<file path="config.mk">
export PLATFORM = sky130hd
export DESIGN_NAME = lvds_train_tx_flat
export DESIGN_NICKNAME = d
export VERILOG_FILES = /design/src/rtl/lvds_train_tx_if.sv /design/src/rtl/lvds_train_tx.sv /design/src/flat_wrapper.sv
export SDC_FILE = /design/constraint.sdc
export NUM_CORES = 1
export LEC_CHECK = 0
export CORE_UTILIZATION = 56
export CTS_BUF_LIST = sky130_fd_sc_hd__clkbuf_8
export CTS_CLUSTER_DIAMETER = 150
export DETAILED_ROUTE_END_ITERATION = 12
export GPL_ROUTABILITY_DRIVEN = 0
export GPL_TIMING_DRIVEN = 0
export PLACE_DENSITY_LB_ADDON = 0.12
export REMOVE_ABC_BUFFERS = 1
export SLEW_MARGIN = 20
export SYNTH_ARGS = -nofsm -noshare
export SYNTH_HDL_FRONTEND = slang
export SYNTH_SLANG_ARGS = --single-unit
</file>
<file path="constraint.sdc">
create_clock -name i_tx_clk -period 6.55 [get_ports i_tx_clk]
set_input_delay 0.655 -clock i_tx_clk [delete_from_list [all_inputs] [get_ports i_tx_clk]]
set_output_delay 0.655 -clock i_tx_clk [all_outputs]
set_load 0.1 [all_outputs]
</file>
<file path="src/rtl/lvds_train_tx_if.sv">
// Parallel-side bundle of the LVDS transmit trainer: link/training controls,
// payload input and the word stream towards the serializer.
interface lvds_train_tx_if;
    logic       link_ok;
    logic       train_req;
    logic       test_mode;
    logic [9:0] data_in;
    logic       data_valid;
    logic       data_ready;
    logic [9:0] tx_data;
    logic       train_active;
    logic       data_err;

    modport slave (
        input  link_ok, train_req, test_mode, data_in, data_valid,
        output data_ready, tx_data, train_active, data_err
    );

    modport master (
        output link_ok, train_req, test_mode, data_in, data_valid,
        input  data_ready, tx_data, train_active, data_err
    );
endinterface

</file>
<file path="src/rtl/lvds_train_tx.sv">
// LVDS transmit link trainer: alternating comma training, sync period, then
// payload or counting test pattern; falls back to training on link loss.
//
// state   | meaning
// TRAIN   | alternating commas, at least TRAIN_MIN words, waits for link_ok_s
// SYNC    | SYNC_LEN more alternating commas before payload
// DATA    | payload / test pattern / comma filler, data_ready high
module lvds_train_tx #(
    parameter int         TRAIN_MIN = 32,
    parameter int         SYNC_LEN  = 16,
    parameter logic [9:0] COMMA1    = 10'b01_0111_1100,
    parameter logic [9:0] COMMA2    = 10'b10_1000_0011
) (
    input  logic              i_tx_clk,
    input  logic              i_tx_locked,
    lvds_train_tx_if.slave    bus
);

    localparam int TW = (TRAIN_MIN > 2) ? $clog2(TRAIN_MIN) : 1;
    localparam int SW = (SYNC_LEN  > 2) ? $clog2(SYNC_LEN)  : 1;
    localparam logic [TW-1:0] TRAIN_LAST = TW'(TRAIN_MIN - 1);
    localparam logic [SW-1:0] SYNC_LAST  = SW'(SYNC_LEN - 1);

    typedef enum logic [1:0] {
        S_TRAIN = 2'd0,
        S_SYNC  = 2'd1,
        S_DATA  = 2'd2
    } state_t;

    state_t        r_state;
    logic [1:0]    r_sync;
    logic [TW-1:0] r_train_cnt;
    logic [SW-1:0] r_sync_cnt;
    logic [9:0]    r_pat;
    logic          r_phase;
    logic [9:0]    r_tx_data;
    logic          r_train_active;
    logic          r_data_ready;
    logic          r_data_err;

    logic          w_link_ok_s;
    logic          w_retrain;
    logic [9:0]    w_comma_next;
    logic [9:0]    w_pat_inc;
    logic [9:0]    w_pat_next;
    logic          w_din_comma;

    assign w_link_ok_s  = r_sync[1];
    assign w_retrain    = !w_link_ok_s || bus.train_req;
    assign w_comma_next = r_phase ? COMMA1 : COMMA2;
    assign w_din_comma  = (bus.data_in == COMMA1) || (bus.data_in == COMMA2);

    // The test pattern must never emit a comma, so those two codes are stepped over.
    assign w_pat_inc  = r_pat + 10'd1;
    assign w_pat_next = ((w_pat_inc == COMMA1) || (w_pat_inc == COMMA2)) ?
                        (w_pat_inc + 10'd1) : w_pat_inc;

    always_ff @(posedge i_tx_clk or negedge i_tx_locked) begin
        if (!i_tx_locked) begin
            r_state        <= S_TRAIN;
            r_sync         <= 2'b00;
            r_train_cnt    <= '0;
            r_sync_cnt     <= '0;
            r_pat          <= 10'd0;
            r_phase        <= 1'b0;
            r_tx_data      <= COMMA1;
            r_train_active <= 1'b1;
            r_data_ready   <= 1'b0;
            r_data_err     <= 1'b0;
        end else begin
            r_sync <= {r_sync[0], bus.link_ok};
            case (r_state)
                S_TRAIN: begin
                    r_tx_data <= w_comma_next;
                    r_phase   <= ~r_phase;
                    if ((r_train_cnt == TRAIN_LAST) && w_link_ok_s && !bus.train_req) begin
                        r_state    <= S_SYNC;
                        r_sync_cnt <= '0;
                    end else if (r_train_cnt != TRAIN_LAST) begin
                        r_train_cnt <= r_train_cnt + 1'b1;
                    end
                end
                S_SYNC: begin
                    r_tx_data <= w_comma_next;
                    r_phase   <= ~r_phase;
                    if (w_retrain) begin
                        r_state     <= S_TRAIN;
                        r_train_cnt <= '0;
                    end else if (r_sync_cnt == SYNC_LAST) begin
                        r_state        <= S_DATA;
                        r_data_ready   <= 1'b1;
                        r_train_active <= 1'b0;
                        r_pat          <= 10'd0;
                    end else begin
                        r_sync_cnt <= r_sync_cnt + 1'b1;
                    end
                end
                S_DATA: begin
                    if (w_retrain) begin
                        r_state        <= S_TRAIN;
                        r_data_ready   <= 1'b0;
                        r_train_active <= 1'b1;
                        r_tx_data      <= COMMA1;
                        r_phase        <= 1'b1;
                        r_train_cnt    <= '0;
                    end else if (bus.test_mode) begin
                        r_tx_data <= r_pat;
                        r_pat     <= w_pat_next;
                    end else if (bus.data_valid) begin
                        // Commas in payload are forwarded untouched but flagged.
                        r_tx_data <= bus.data_in;
                        if (w_din_comma) begin
                            r_data_err <= 1'b1;
                        end
                    end else begin
                        r_tx_data <= w_comma_next;
                        r_phase   <= ~r_phase;
                    end
                end
                default: begin
                    r_state <= S_TRAIN;
                end
            endcase
        end
    end

    assign bus.tx_data      = r_tx_data;
    assign bus.train_active = r_train_active;
    assign bus.data_ready   = r_data_ready;
    assign bus.data_err     = r_data_err;

endmodule

</file>
<file path="src/flat_wrapper.sv">
// flat-port wrapper written by rule: the top's interface ports become plain ports
module lvds_train_tx_flat 
#(
    parameter int         TRAIN_MIN = 32,
    parameter int         SYNC_LEN  = 16,
    parameter logic [9:0] COMMA1    = 10'b01_0111_1100,
    parameter logic [9:0] COMMA2    = 10'b10_1000_0011
)
  (i_tx_clk, i_tx_locked, bus_link_ok, bus_train_req, bus_test_mode, bus_data_in, bus_data_valid, bus_data_ready, bus_tx_data, bus_train_active, bus_data_err);
  lvds_train_tx_if bus_i ();
  input  logic i_tx_clk;
  input  logic i_tx_locked;
  input wire logic [$bits(bus_i.link_ok)-1:0] bus_link_ok;
  input wire logic [$bits(bus_i.train_req)-1:0] bus_train_req;
  input wire logic [$bits(bus_i.test_mode)-1:0] bus_test_mode;
  input wire logic [$bits(bus_i.data_in)-1:0] bus_data_in;
  input wire logic [$bits(bus_i.data_valid)-1:0] bus_data_valid;
  output wire logic [$bits(bus_i.data_ready)-1:0] bus_data_ready;
  output wire logic [$bits(bus_i.tx_data)-1:0] bus_tx_data;
  output wire logic [$bits(bus_i.train_active)-1:0] bus_train_active;
  output wire logic [$bits(bus_i.data_err)-1:0] bus_data_err;
  assign bus_i.link_ok = bus_link_ok;
  assign bus_i.train_req = bus_train_req;
  assign bus_i.test_mode = bus_test_mode;
  assign bus_i.data_in = bus_data_in;
  assign bus_i.data_valid = bus_data_valid;
  assign bus_data_ready = bus_i.data_ready;
  assign bus_tx_data = bus_i.tx_data;
  assign bus_train_active = bus_i.train_active;
  assign bus_data_err = bus_i.data_err;
  lvds_train_tx #(.TRAIN_MIN(TRAIN_MIN), .SYNC_LEN(SYNC_LEN), .COMMA1(COMMA1), .COMMA2(COMMA2)) u_core (.i_tx_clk(i_tx_clk), .i_tx_locked(i_tx_locked), .bus(bus_i));
endmodule
</file>
==> flow_summary.ini <==
[run_status]
status = finished clean

[worst_setup_path]
crit_family = simple AND/OR/NAND/NOR gates
required_ns = 6.78
startpoint_type = input pin
slowest_delay_ns = 0.54
end_kind = flip-flop
cp.depth = 7
ff2ff_path_depth = 8
crit_fanout = 7
cp.arrival_ns = 2.94
crit_buf_inv = 1
critPathSlowestCell = a41oi_1
critical_path_class = input pin to flip-flop
crit_path_cell_trace = clkdlybuf4s50_1 -> nand2b_1 -> nor2_1 -> nand4_1 -> a41oi_1 -> a21oi_1 -> o21ai_1

[cts]
post_cts.repair.setup_buffers = 0
h-tree-depth = 2
cts_made_buffers = 5
path_clk_slew_ns = 0.09
holdBufCountCts = 0
cts-root-buf = clkbuf_8
clkSinkCount = 37
cts_tree = built
ctsResizeCount = 0
clock_latency_ns = 0.30
clock_path_buffers = 2

[detailed_routing]
ant_nets = 0
drt-total-wl_mm = 5.81
first_pass_iters = 5
drc = 0
num_vias = 2309
via_per_inst = 6.34
drt_iter0_drc = 206
routedWlPerCell_um = 16.0

[logic_synthesis]
synth_edf_count = 0
ys_ff_latch = 37
seq_area_frac_synth = 0.379
yosys-mux-area-fraction = 0.00811
synth_ff_type = dfrtp_1
synth_area_sq_um = 2470
synth_top_family_by_area = compound AO/OA/AOI/OAI gates
syn_inst = 293
synth_top_area_cell = dfrtp_1
synth_compound_area_frac = 0.292
ys_types = 56
yosys_warnings = 0
synth-simple-area-share = 0.205
synth_xor_area_frac = 0.00355
async_reset_ff_frac = 1.00
synthAdderAreaFrac = 0.0558
syn_area_per_cell_sq_um = 8.42
synth_top_area_share = 0.304
synth_area_leaders = dfrtp_1, dfstp_2, a21oi_1

[finish]
layout_common_cells = nand2_1, dfrtp_1, a21oi_1, clkdlybuf4s50_1, o21ai_0
drive_gt1_frac = 0.0764
final_nets = 340
diodes = 0
layout_commonest_cell = nand2_1
area_delta_synth_final_pct = 15.6

[global_route]
grt_pass1_wl_mm = 9.55
grt-busiest-layer = met2
use_met2 = 0.411
gr-usage-met3 = 0.0567
antenna_found_initial = 0
grt_max_degree = 24
grt_overflow = 0
grt_usage = 0.276
gr-usage-met1 = 0.409
grt_pass1_vias = 1987

[place]
numPortBuffers = 28
dp_hpwl_mm = 4.17

[timing]
final-hold-violation-count = 0
slew_headroom = 0.338
post-route-period-util = 0.414
clock.fmax_ghz = 0.369
holdWs_ns = 0.283
slew_violations = 0
finalSetupViolations = 0
fin_setup_tns_ns = 0
clock_skew_ns = 0.0126
min_period_ns = 2.71
rsz0062_at_grt = no
tightestPinTransition_ns = 0.989

[floorplan]
initial_core_util = 0.600
rows = 23
die-area_sq_um = 4680
core-area_sq_um = 4120
io_pins = 29
dieWidth_um = 68.4
die_y_um = 68.4

[power_and_ir_drop]
p_leak_nw = 1.14
ir_drop_mv = 0.156
power_mw = 0.802
powerDensity_nw_per_um2 = 281

[job]
maxCapViolCount = 0

[min_path]
hp-class = input pin to async pin
## report_power, final
part           internal (mW)  leakage (nW)  switching (mW)  total (mW)
Clock                 0.0855        0.0512          0.0929       0.178
Combinational          0.100         0.617           0.215       0.315
Sequential             0.267         0.475          0.0423       0.309
Total                  0.452          1.14           0.350       0.802
## stage by stage
stage,cells,setup slack [ns],utilization,cell area (sq um)
6_report,364,3.84,0.693,2850
3_3_place_gp,355,3.64,0.664,2730
4_1_cts,364,3.91,0.693,2850
3_5_place_dp,356,3.61,0.670,2760
2_1_floorplan,277,4.40,-,2390
5_1_grt,364,3.67,0.693,2850
## cells in the mapped netlist, drive strengths merged (2+ instances only)
cell and count:
o21ai 37, nand2 33, dfrtp 30, a21oi 29
inv 17, nor2 16, nand3 12, clkbuf 11
ha 11, a211oi 8, dfstp 7, nor4b 6
buf 5, a211o 4, a31oi 4, nand3b 4
nor3 4, or4 4, a21o 3, a22oi 3
a41oi 3, nand4 3, o31ai 3, a311oi 2
a32oi 2, mux2i 2, nand4b 2, nor2b 2
nor4 2, o2111ai 2, o22ai 2, o311ai 2
or2 2, or3 2
## worst reg2reg max path, cell delays in order (launching register included)
cell	delay, ns
dfrtp_1	0.43
inv_1	0.10
ha_1	0.36
inv_2	0.11
nor2_1	0.38
nand4_1	0.40
a41oi_1	0.54
a21oi_1	0.12
o21ai_1	0.13
## layout make-up
| cell class | count | area, sq um |
|---|---|---|
| Sequential cell | 37 | 935 |
| Clock inverter | 2 | 13.8 |
| Clock buffer | 6 | 82.6 |
| Inverter | 17 | 63.8 |
| Multi-Input combinational cell | 223 | 1390 |
| Tap cell | 50 | 62.6 |
| Timing Repair Buffer | 29 | 303 |
| Fill cell | 350 | 1260 |
## cells by family (layout without fill, tap and decap cells)
kind of cell	after synthesis	count (layout)
XOR/XNOR	1	1
AND/OR/NAND/NOR	97	97
flip-flops	37	37
adder cells (fa/ha/maj)	11	11
multiplexers	2	2
buffers and inverters	33	54
AO/OA/AOI/OAI	112	112
## path summary, 6_finish.rpt
check                                         startpoint                           endpoint  slack (ns)
max                                        bus_train_req        u_core.r_pat[6]$_DFFE_PN0P_        3.84
min                                          i_tx_locked   u_core.r_sync_cnt[0]$_DFFE_PN0P_        0.28
max reg2reg                u_core.r_state[0]$_DFFE_PN0P_        u_core.r_pat[6]$_DFFE_PN0P_        3.92
min reg2reg                   u_core.r_sync[0]$_DFF_PN0_         u_core.r_sync[1]$_DFF_PN0_        0.36
max in group asynchronous                    i_tx_locked  u_core.bus.tx_data[6]$_DFFE_PN1P_        5.72
min in group i_tx_clk         u_core.r_sync[0]$_DFF_PN0_         u_core.r_sync[1]$_DFF_PN0_        0.36
## routing by layer
| layer | share of wire | vias to the layer above |
|---|---|---|
| met1 | 0.49 | 1083 |
| met4 | 0.0069 | 0 |
| li1 | - | 1134 |
| met5 | 0 | - |
| met2 | 0.44 | 82 |
| met3 | 0.064 | 10 |
## sequential cells by signal (all words and copies together) (netlist names)
register,cells
u_core.bus.tx_data,10
u_core.r_pat,10
u_core.r_train_cnt,5
u_core.r_sync_cnt,4
u_core.r_state,2
u_core.r_sync,2
u_core.bus.data_err,1
u_core.bus.data_ready,1
u_core.bus.train_active,1
u_core.r_phase,1
No activity file was read; power rests on OpenSTA's default activity.
